--- src/rtl/bsg_router_xbar_pkg.sv ---
// Shared types and helpers for the wormhole o-by-i crossbar.
package bsg_router_xbar_pkg;

  typedef enum logic {
    e_unlocked,
    e_locked
  } bsg_xbar_lock_e;

  localparam int unsigned DefaultFifoEls = 4;

  // Advance an index by one and wrap back to zero past the last element.
  function automatic int unsigned wrapInc(input int unsigned cur, input int unsigned els);
    return ((cur + 32'd1) >= els) ? 32'd0 : (cur + 32'd1);
  endfunction

endpackage

--- src/rtl/bsg_fifo_1r1w_small.sv ---
// Small one-read one-write FIFO with valid/ready on the write side and
// valid/yumi on the read side. Full refuses writes even when a read happens
// in the same cycle, so ready_o depends on occupancy only.
module bsg_fifo_1r1w_small #(
  parameter int width_p = 8,
  parameter int els_p   = 4
) (
  input  logic               clk_i,
  input  logic               reset_n_i,
  input  logic               v_i,
  output logic               ready_o,
  input  logic [width_p-1:0] data_i,
  output logic               v_o,
  output logic [width_p-1:0] data_o,
  input  logic               yumi_i
);

  localparam int PtrW = (els_p > 1) ? $clog2(els_p) : 1;
  localparam int CntW = $clog2(els_p + 1);

  logic [width_p-1:0] mem_q [els_p];
  logic [PtrW-1:0]    wrPtr_q, rdPtr_q;
  logic [CntW-1:0]    count_q;
  logic               enq, deq;

  assign ready_o = (count_q != CntW'(els_p));
  assign v_o     = (count_q != '0);
  assign data_o  = mem_q[rdPtr_q];
  assign enq     = v_i & ready_o;
  assign deq     = yumi_i & v_o;

  // Storage needs no reset; occupancy tracking decides what is valid.
  always_ff @(posedge clk_i) begin
    if (enq) mem_q[wrPtr_q] <= data_i;
  end

  // Pointers and occupancy, cleared asynchronously so in-flight flits vanish.
  always_ff @(posedge clk_i or negedge reset_n_i) begin
    if (!reset_n_i) begin
      wrPtr_q <= '0;
      rdPtr_q <= '0;
      count_q <= '0;
    end else begin
      if (enq) wrPtr_q <= (wrPtr_q == PtrW'(els_p - 1)) ? '0 : wrPtr_q + 1'b1;
      if (deq) rdPtr_q <= (rdPtr_q == PtrW'(els_p - 1)) ? '0 : rdPtr_q + 1'b1;
      count_q <= count_q + CntW'(enq) - CntW'(deq);
    end
  end

endmodule

--- src/rtl/bsg_router_crossbar_wormhole_o_by_i_arb.sv ---
// Per-output round-robin arbiter with wormhole locking and a frozen grant
// that keeps an offered-but-unaccepted flit on the output until it moves.
module bsg_rr_lock_arb
  import bsg_router_xbar_pkg::*;
#(
  parameter int els_p     = 2,
  parameter bit lock_en_p = 1'b1
) (
  input  logic             clk_i,
  input  logic             reset_n_i,
  input  logic [els_p-1:0] reqs_i,
  input  logic             ready_i,
  input  logic             last_i,
  output logic [els_p-1:0] grants_o,
  output logic             v_o
);

  localparam int IdxW = (els_p > 1) ? $clog2(els_p) : 1;

  bsg_xbar_lock_e  lockState_q;
  logic [IdxW-1:0] rrPtr_q, owner_q, frozen_q;
  logic            pending_q;
  logic [IdxW-1:0] rrIdx, scanIdx, grantIdx;
  logic            rrFound;

  // Find the first requester at or after the round-robin pointer.
  always_comb begin
    rrFound = 1'b0;
    rrIdx   = '0;
    scanIdx = '0;
    for (int k = 0; k < els_p; k++) begin
      scanIdx = IdxW'((int'(rrPtr_q) + k) % els_p);
      if (!rrFound && reqs_i[scanIdx]) begin
        rrFound = 1'b1;
        rrIdx   = scanIdx;
      end
    end
  end

  // Lock owner wins, then a frozen pending grant, then the fresh scan.
  always_comb begin
    if (lockState_q == e_locked) begin
      grantIdx = owner_q;
      v_o      = reqs_i[owner_q];
    end else if (pending_q) begin
      grantIdx = frozen_q;
      v_o      = reqs_i[frozen_q];
    end else begin
      grantIdx = rrIdx;
      v_o      = rrFound;
    end
    grants_o           = '0;
    grants_o[grantIdx] = 1'b1;
  end

  // Lock state machine, pointer advance at packet start, grant freezing.
  always_ff @(posedge clk_i or negedge reset_n_i) begin
    if (!reset_n_i) begin
      lockState_q <= e_unlocked;
      rrPtr_q     <= '0;
      owner_q     <= '0;
      frozen_q    <= '0;
      pending_q   <= 1'b0;
    end else if (v_o && ready_i) begin
      pending_q <= 1'b0;
      if (lockState_q == e_unlocked) begin
        rrPtr_q <= IdxW'(wrapInc(32'(grantIdx), els_p));
        if (lock_en_p && !last_i) begin
          lockState_q <= e_locked;
          owner_q     <= grantIdx;
        end
      end else if (last_i) begin
        lockState_q <= e_unlocked;
      end
    end else if (v_o && (lockState_q == e_unlocked)) begin
      pending_q <= 1'b1;
      frozen_q  <= grantIdx;
    end
  end

endmodule

--- src/rtl/bsg_router_crossbar_wormhole_o_by_i.sv ---
// i_els_p x o_els_p wormhole crossbar: one FIFO per input, one locking
// round-robin arbiter per output, outputs combinational from FIFO heads.
module bsg_router_crossbar_wormhole_o_by_i
  import bsg_router_xbar_pkg::*;
#(
  parameter int i_els_p    = 2,
  parameter int o_els_p    = 2,
  parameter int i_width_p  = 10,
  parameter int fifo_els_p = DefaultFifoEls,
  parameter bit lock_en_p  = 1'b1
) (
  input  logic                           clk_i,
  input  logic                           reset_n_i,
  input  logic [i_els_p-1:0]             valid_i,
  input  logic [i_els_p*i_width_p-1:0]   data_i,
  input  logic [i_els_p*o_els_p-1:0]     sel_i,
  input  logic [i_els_p-1:0]             last_i,
  output logic [i_els_p-1:0]             ready_and_o,
  output logic [o_els_p-1:0]             valid_o,
  output logic [o_els_p*i_width_p-1:0]   data_o,
  output logic [o_els_p-1:0]             last_o,
  input  logic [o_els_p-1:0]             ready_and_i
);

  localparam int FlitW = i_width_p + o_els_p + 1;

  logic [i_els_p-1:0]   fifoReady, fifoV, fifoYumi;
  logic [FlitW-1:0]     fifoHead [i_els_p];
  logic [i_width_p-1:0] headData [i_els_p];
  logic [o_els_p-1:0]   headSel  [i_els_p];
  logic [i_els_p-1:0]   headLast;
  logic [i_els_p-1:0]   reqs     [o_els_p];
  logic [i_els_p-1:0]   grants   [o_els_p];

  assign ready_and_o = fifoReady & {i_els_p{reset_n_i}};

  for (genvar i = 0; i < i_els_p; i++) begin : g_in
    bsg_fifo_1r1w_small #(
      .width_p(FlitW),
      .els_p  (fifo_els_p)
    ) fifo (
      .clk_i    (clk_i),
      .reset_n_i(reset_n_i),
      .v_i      (valid_i[i]),
      .ready_o  (fifoReady[i]),
      .data_i   ({last_i[i], sel_i[i*o_els_p +: o_els_p], data_i[i*i_width_p +: i_width_p]}),
      .v_o      (fifoV[i]),
      .data_o   (fifoHead[i]),
      .yumi_i   (fifoYumi[i])
    );
    assign {headLast[i], headSel[i], headData[i]} = fifoHead[i];
  end

  // Each non-empty input requests the single output its head flit selects.
  always_comb begin
    for (int o = 0; o < o_els_p; o++) begin
      for (int i = 0; i < i_els_p; i++) begin
        reqs[o][i] = fifoV[i] & headSel[i][o];
      end
    end
  end

  for (genvar o = 0; o < o_els_p; o++) begin : g_out
    bsg_rr_lock_arb #(
      .els_p    (i_els_p),
      .lock_en_p(lock_en_p)
    ) arb (
      .clk_i    (clk_i),
      .reset_n_i(reset_n_i),
      .reqs_i   (reqs[o]),
      .ready_i  (ready_and_i[o]),
      .last_i   (last_o[o]),
      .grants_o (grants[o]),
      .v_o      (valid_o[o])
    );
  end

  // Steer the granted head's payload and last marker onto each output.
  always_comb begin
    data_o = '0;
    last_o = '0;
    for (int o = 0; o < o_els_p; o++) begin
      for (int i = 0; i < i_els_p; i++) begin
        if (grants[o][i]) begin
          data_o[o*i_width_p +: i_width_p] = headData[i];
          last_o[o]                        = headLast[i];
        end
      end
    end
  end

  // Pop a FIFO when the output it holds the grant for completes a handshake.
  always_comb begin
    fifoYumi = '0;
    for (int o = 0; o < o_els_p; o++) begin
      fifoYumi = fifoYumi | (grants[o] & {i_els_p{valid_o[o] & ready_and_i[o]}});
    end
  end

  // Flag valid flits whose destination select is not exactly one-hot.
  always @(posedge clk_i) begin
    if (reset_n_i) begin
      for (int i = 0; i < i_els_p; i++) begin
        if (valid_i[i]) assert ($onehot(sel_i[i*o_els_p +: o_els_p]));
      end
    end
  end

endmodule

--- config.mk ---
export PLATFORM = sky130hd
export DESIGN_NAME = bsg_router_crossbar_wormhole_o_by_i
export DESIGN_NICKNAME = d
export VERILOG_FILES = /design/src/rtl/bsg_router_xbar_pkg.sv /design/src/rtl/bsg_fifo_1r1w_small.sv /design/src/rtl/bsg_router_crossbar_wormhole_o_by_i_arb.sv /design/src/rtl/bsg_router_crossbar_wormhole_o_by_i.sv
export SDC_FILE = /design/constraint.sdc
export NUM_CORES = 1
export LEC_CHECK = 0
export CAP_MARGIN = 20
export CORE_ASPECT_RATIO = 0.75
export CORE_MARGIN = 5
export CORE_UTILIZATION = 40
export DETAILED_ROUTE_END_ITERATION = 10
export GPL_TIMING_DRIVEN = 1
export MAX_ROUTING_LAYER = met4
export PLACE_DENSITY = 0.7
export SLEW_MARGIN = 25
export SYNTH_ARGS = -nofsm -noshare
export SYNTH_HDL_FRONTEND = slang
export SYNTH_SLANG_ARGS = --single-unit
--- constraint.sdc ---
create_clock -name clk_i -period 3.4 [get_ports clk_i]
set_input_delay 0.51 -clock clk_i [delete_from_list [all_inputs] [get_ports clk_i]]
set_output_delay 0.51 -clock clk_i [all_outputs]
set_load 0.02 [all_outputs]
==> metrics.md <==
| Metric | Value |
|---|---|
| Status | finished clean |
| Hold buffer count at cts | 0 |
| Final Hold Vio Count | 0 |
| Gpl congestion | 0.8079 |
| ANT nets after route | 0 |
| Vias per inst | 5.262 |
| Tmin final | 3.234 ns |
| Worst skew pair latency | 0.41 ns |
| Ports | 58 |
| Slowest cell on the critical path | mux4_2 |
| P&R area growth vs syn | 24.06% |
| CTS H-Tree Depth | 4 |
| WL per Instance | 19.72 µm |
| Synth top area share | 55.60% |
| Max Freq | 309.2 MHz |
| Final WS setup | 0.1660 ns |
| LEAKAGE | 2.525 nW |
| CTS tree | done |
| Post-DP HPWL | 7.967 mm |
| Crit share post-route | 95.12% |
| Post-route DRC violation count | 0 |
| Peak supply drop | 0.8554 mV |
| Worst Tran Pin Value | 0.7384 ns |
| Post-Synthesis Cells | 321 |
| Number of global-route vias before repair | 3329 |
| Total negative setup slack | 0 ns |
| Max Cap Viol | 0 |
| Top_reg_cell synth | edfxtp_1 |
| First-pass GRT wire length | 18.62 mm |
| Slew Limit Headroom | 50.77% |
| Worst Path Arrival | 2.72 ns |
| Die area | 0.01654 mm² |
| CTS sink count | 128 |
| Post-route insts no fill | 584 |
| DIE WIDTH | 146.8 µm |
| Min-Delay Path Class | in2async |
| Synth unique cells | 50 |
| CP Max Fanout | 4 |
| CP Launch Point | g_in[0].fifo.rdPtr_q[0] |
| Count of state elements after synthesis | 128 |
| Sequential area share after synthesis | 66.30% |
| Max-slew violations | 0 |
| Port Buffers | 57 |
| Post-synth EDFFs | 104 |
| Number of nets in the layout | 443 |
| Synth area leader | edfxtp_1 |
| RSZ-0062 raised after global routing | false |
| Final hold slack | 0.3369 ns |
| Worst EP required | 2.89 ns |
| Initial antenna violation count | 1 |
| Gr ovfl total | 0 |
| Vias | 3073 |
| Worst Skew | 0.009548 ns |
| Gr usage total | 15.35% |
| DP Cell Count | 546 |
| Drt first-iter violations | 185 |
| CP Cell Sequence | mux4_2 -> nand2_2 -> o211ai_1 -> o31ai_4 -> buf_4 -> mux2_2 -> dlygate4sd2_1 |
| CP peak stage delay | 0.54 ns |
| YS warnings | 0 |
| Syn_area_per_cell | 17.50 µm² |
| Initial Util | 40.85% |
| Largest cells by area after synthesis | edfxtp_1, dfrtp_1, mux4_2 |
| Place WS | 0.06819 ns |
| Die height | 112.6 µm |
| Largest net degree at the start of global routing | 23 |
| Core ar. | 0.01375 mm² |
| Drt pass-1 iters | 4 |
| PwrDens | 1080 mW/mm² |
| CTS buffer count | 17 |
| Syn Std Cell Area | 0.005617 mm² |
| Post-synth ARST share | 18.75% |
| Kind of critical path | reg2out |
| CTS root buf | clkbuf_16 |
| Reg-to-Reg Start | g_in[0].fifo.rdPtr_q[0] |
| Routed WL | 11.52 mm |
| Syn nets | 369 |
| CP endpoint kind | primary output |
| CTS clk-pin slew, worst paths | 0.06 ns |
| Final setup vio count | 0 |
| Worst setup SP type | register |
| Rows | 37 |
| CTS Buffer Depth | 2 |
| Layout cells sized above 1 | 28.19% |
-- Yosys cell counts, types with 4 or more instances --
master	n
edfxtp_1	104
mux2_2	26
dfrtp_1	24
mux4_2	24
inv_1	16
ha_1	14
nand2_1	12
and2_1	11
o21ai_0	11
nor2_1	9
buf_4	7
clkbuf_1	6
xnor2_1	4
-- worst max-delay path, delay by kind of cell (launching register included) --
family / cells / cell delay [ns]
flops: 1 / 0.40
simple gates: 1 / 0.11
buf+inv: 2 / 0.52
mux: 2 / 0.89
compound gates: 2 / 0.41
-- placed cells by master, fill, tap and decap left out, types with 2 or more instances in the layout --
cell,netlist,routed
clkbuf_16,0,17
clkdlybuf4s50_1,0,35
edfxtp_1,104,104
o211ai_1,3,3
nand2_1,12,11
nor2_1,9,9
nor2b_1,3,3
mux2_4,2,2
ha_1,14,14
a21o_1,2,2
and2_1,11,11
a21boi_0,2,2
clkinvlp_4,0,2
xnor2_1,4,3
inv_1,16,16
inv_6,0,7
mux2_2,26,26
buf_6,1,2
inv_8,0,4
buf_4,7,11
buf_2,1,4
dlygate4sd2_1,0,17
o21ai_0,11,11
a21bo_2,2,2
mux4_1,2,2
a21boi_1,2,2
mux4_2,24,24
dfrtp_1,24,23
nand3_1,3,3
a21oi_1,3,3
-- timing repair --
action,CTS,global route
setup buffers,3,2
endpoints found under the setup margin,22,24
gates resized for setup,37,5
pin swaps,2,3
-- final timing paths --
path | to | slack, ns | cells past startpoint
worst min-delay path | g_in[1].fifo.wrPtr_q[1] | 0.34 | 1
worst max-delay path | data_o[9] | 0.17 | 7
max in group asynchronous | g_in[0].fifo.rdPtr_q[0] | 2.47 | 2
worst min register to register | g_out[0].arb.rrPtr_q | 0.52 | 1
min in group clk_i | g_out[0].arb.rrPtr_q | 0.52 | 1
worst max register to register | g_in[1].fifo.count_q[2] | 0.19 | 13
-- power by group --
| group | total [mW] | leakage, nW | internal (mW) | switching, mW |
|---|---|---|---|---|
| Combinational | 3.43 | 1.01 | 1.61 | 1.82 |
| Clock | 1.73 | 0.277 | 0.972 | 0.760 |
| Sequential | 2.36 | 1.23 | 2.12 | 0.233 |
-- cells by family after synthesis --
kind of cell,share of synthesized area [%]
xor gates and xnor gates,0.6237
DFF,66.30
AOI/OAI and AO/OA,5.881
buffers and inverters,2.695
adders and majority gates,3.832
muxes,16.48
and+or+nand+nor,4.188
-- registers in the layout, summed over array words and instances, names as in the netlist --
register / flops
g_out.arb.rrPtr_q: 2
g_out.arb.frozen_q: 2
g_in.fifo.rdPtr_q: 4
g_out.arb.lockState_q: 2
g_in.fifo.mem_q: 104
g_in.fifo.count_q: 6
g_out.arb.owner_q: 2
g_out.arb.pending_q: 2
g_in.fifo.wrPtr_q: 4
-- final cells by class --
class                           instances  area (µm²)
Antenna cell                            1       2.502
Clock buffer                           17       425.4
Clock inverter                         15       142.6
Fill cell                            1126        6782
Inverter                               16       60.06
Multi-Input combinational cell        162        1759
Sequential cell                       128        3725
Tap cell                              175       219.0
Timing Repair Buffer                   70       634.4
-- metrics by stage --
stage               total power, mW  utilization [%]  instance area (µm²)
global placement              5.879            46.36                 6375
global route                  7.999            50.68                 6968
CTS                           7.555            50.42                 6933
floorplan                     4.749                -                 5617
finish                        7.524            50.68                 6968
detailed placement            5.952            46.36                 6375
-- routing by layer --
layer	GRT usage, %	vias to the layer above	wire (µm)
met5	-	-	0
met4	3.321	0	37
met3	5.327	4	536
met2	21.82	83	5256
met1	21.42	1580	5685
li1	-	1406	-
No activity file was read; power rests on OpenSTA's default activity.
==> patch: new RTL, same settings <==
Reset style: synchronous (`reset_n_i`), changed in 2 clocked blocks. Comments in the files are not updated.
--- a/src/rtl/bsg_fifo_1r1w_small.sv
+++ b/src/rtl/bsg_fifo_1r1w_small.sv
@@ -35,7 +35,7 @@
   end
 
   // Pointers and occupancy, cleared asynchronously so in-flight flits vanish.
-  always_ff @(posedge clk_i or negedge reset_n_i) begin
+  always_ff @(posedge clk_i) begin
     if (!reset_n_i) begin
       wrPtr_q <= '0;
       rdPtr_q <= '0;
--- a/src/rtl/bsg_router_crossbar_wormhole_o_by_i_arb.sv
+++ b/src/rtl/bsg_router_crossbar_wormhole_o_by_i_arb.sv
@@ -54,7 +54,7 @@
   end
 
   // Lock state machine, pointer advance at packet start, grant freezing.
-  always_ff @(posedge clk_i or negedge reset_n_i) begin
+  always_ff @(posedge clk_i) begin
     if (!reset_n_i) begin
       lockState_q <= e_unlocked;
       rrPtr_q     <= '0;
Behaviour: differs if reset_n_i is asserted again (counterexample within 4 cycles, from zero or initial values and one cycle with reset_n_i low); with reset_n_i held inactive, the same outputs for 4 cycles.
==> patch against the unedited design <==
Sequential cell count increased by 4. Critical path type is now register to register. Non-clock buffer count unchanged. Cell area increased by 2.3%. Routed wire length decreased by 3.7%. Register-to-register slack got worse by 0.04 ns. Setup slack got worse by 0.014 ns. Hold slack improved by 0.15 ns. Final cell count increased by 4.5%. Utilization increased by 0.81 points. Largest power group unchanged. Fmax decreased by 0.42%. Total power decreased by 14%. Synthesized area increased by 1.4%.
==> patch: results <==
<?xml version="1.0" encoding="UTF-8"?>
<metrics>
  <group name="drt">
    <metric name="drtIter0Drc" unit="">213</metric>
    <metric name="wl_met2" unit="mm">5.09</metric>
    <metric name="post_drt_wl_per_cell" unit="um">18.2</metric>
    <metric name="met1_length" unit="mm">5.32</metric>
  </group>
  <group name="pwr">
    <metric name="share_clk_of_total_power" unit="%">28.2</metric>
    <metric name="power-per-cell-area" unit="nW/um^2">911</metric>
    <metric name="p_leak" unit="nW">2.53</metric>
    <metric name="worst_ir_drop_vdd" unit="mV">0.415</metric>
  </group>
  <group name="synth">
    <metric name="synth_async_sr_flop_share" unit="%">0</metric>
    <metric name="synth_nets" unit="">397</metric>
    <metric name="synth.distinct_cells" unit="">47</metric>
    <metric name="yosysSeqAreaShare" unit="%">64.6</metric>
    <metric name="ys_top_cells_by_area" unit="">sky130_fd_sc_hd__edfxtp_1 (55%), sky130_fd_sc_hd__mux4_2 (10%), sky130_fd_sc_hd__dfxtp_1 (9.8%)</metric>
  </group>
  <group name="placement">
    <metric name="pre_cts_slack" unit="ns">0.0857</metric>
    <metric name="dp.final_hpwl" unit="mm">7.79</metric>
    <metric name="placedCellCount" unit="">574</metric>
    <metric name="gp_congestion" unit="">0.900</metric>
  </group>
  <group name="sta">
    <metric name="worst_slew_margin_rel" unit="%">53.6</metric>
    <metric name="hold_ws" unit="ns">0.491</metric>
    <metric name="fin_worst_skew" unit="ns">0.00876</metric>
  </group>
  <group name="global_route">
    <metric name="met3_demand_to_capacity_share_in_global_routing" unit="%">4.72</metric>
    <metric name="initial_antenna_violation_count" unit="">0</metric>
    <metric name="grt_pass1_vias" unit="">3222</metric>
    <metric name="globalRouteMet1Util" unit="%">20.1</metric>
  </group>
  <group name="cells_and_area">
    <metric name="fillerInstances" unit="">1106</metric>
    <metric name="seq_area" unit="sq um">3690</metric>
    <metric name="insertedDiodeCount" unit="">0</metric>
    <metric name="fraction_of_final_layout_cells_sized_beyond_drive_strength_1" unit="%">21.6</metric>
  </group>
  <group name="worst_setup_path">
    <metric name="crit_path_max_fanout" unit="">6</metric>
    <metric name="reg2reg_path_depth" unit="">14</metric>
    <metric name="critical_path_arrival" unit="ns">3.55</metric>
  </group>
  <group name="run_status">
    <metric name="outcome" unit="">finished clean</metric>
  </group>
</metrics>
patch: changes by cell type in the layout (fill, tap and decap cells not counted), sizes merged, moves of 6 or more:
cell    change
inv         -7
dfrtp      -24
mux2i       +9
a21oi       +6
dfxtp      +28
mux2        -8
nor2        +6
clkinv      +7
o21ai       -7
patch: critical path, stage by stage, from the launching register on:
cell	delay (ns)
sky130_fd_sc_hd__dfxtp_2	0.36
sky130_fd_sc_hd__mux4_2	0.55
sky130_fd_sc_hd__buf_4	0.19
sky130_fd_sc_hd__a2111oi_4	0.35
sky130_fd_sc_hd__a311oi_2	0.10
sky130_fd_sc_hd__nand2_2	0.19
sky130_fd_sc_hd__o22ai_4	0.11
sky130_fd_sc_hd__ha_1	0.30
sky130_fd_sc_hd__inv_1	0.06
sky130_fd_sc_hd__ha_1	0.13
sky130_fd_sc_hd__inv_1	0.05
sky130_fd_sc_hd__fa_1	0.40
sky130_fd_sc_hd__xor2_1	0.17
sky130_fd_sc_hd__xnor2_1	0.14
sky130_fd_sc_hd__nor2_1	0.05
patch: kinds of logic after synthesis:
family / Yosys count / share of synthesized area, %
adders and majority gates: 16 / 3.78
AOI/OAI and AO/OA: 42 / 6.50
buffers and inverters: 36 / 2.77
xor gates and xnor gates: 4 / 0.615
and+or+nand+nor: 63 / 5.71
DFF: 132 / 64.6
muxes: 56 / 16.0
patch: cell type report:
type	count	share of cell area [%]
Tap cell	175	3.07
Inverter	20	1.05
Clock buffer	18	6.02
Multi-Input combinational cell	181	26.5
Clock inverter	14	2.33
Sequential cell	132	51.7
Timing Repair Buffer	70	9.25
patch: repair_timing:
item                                    4_1_cts  5_1_grt
pin swaps                                     0        2
endpoints found under the setup margin       22       15
gates resized for setup                      22        9
gates cloned                                  0        0
buffers inserted                              2        2
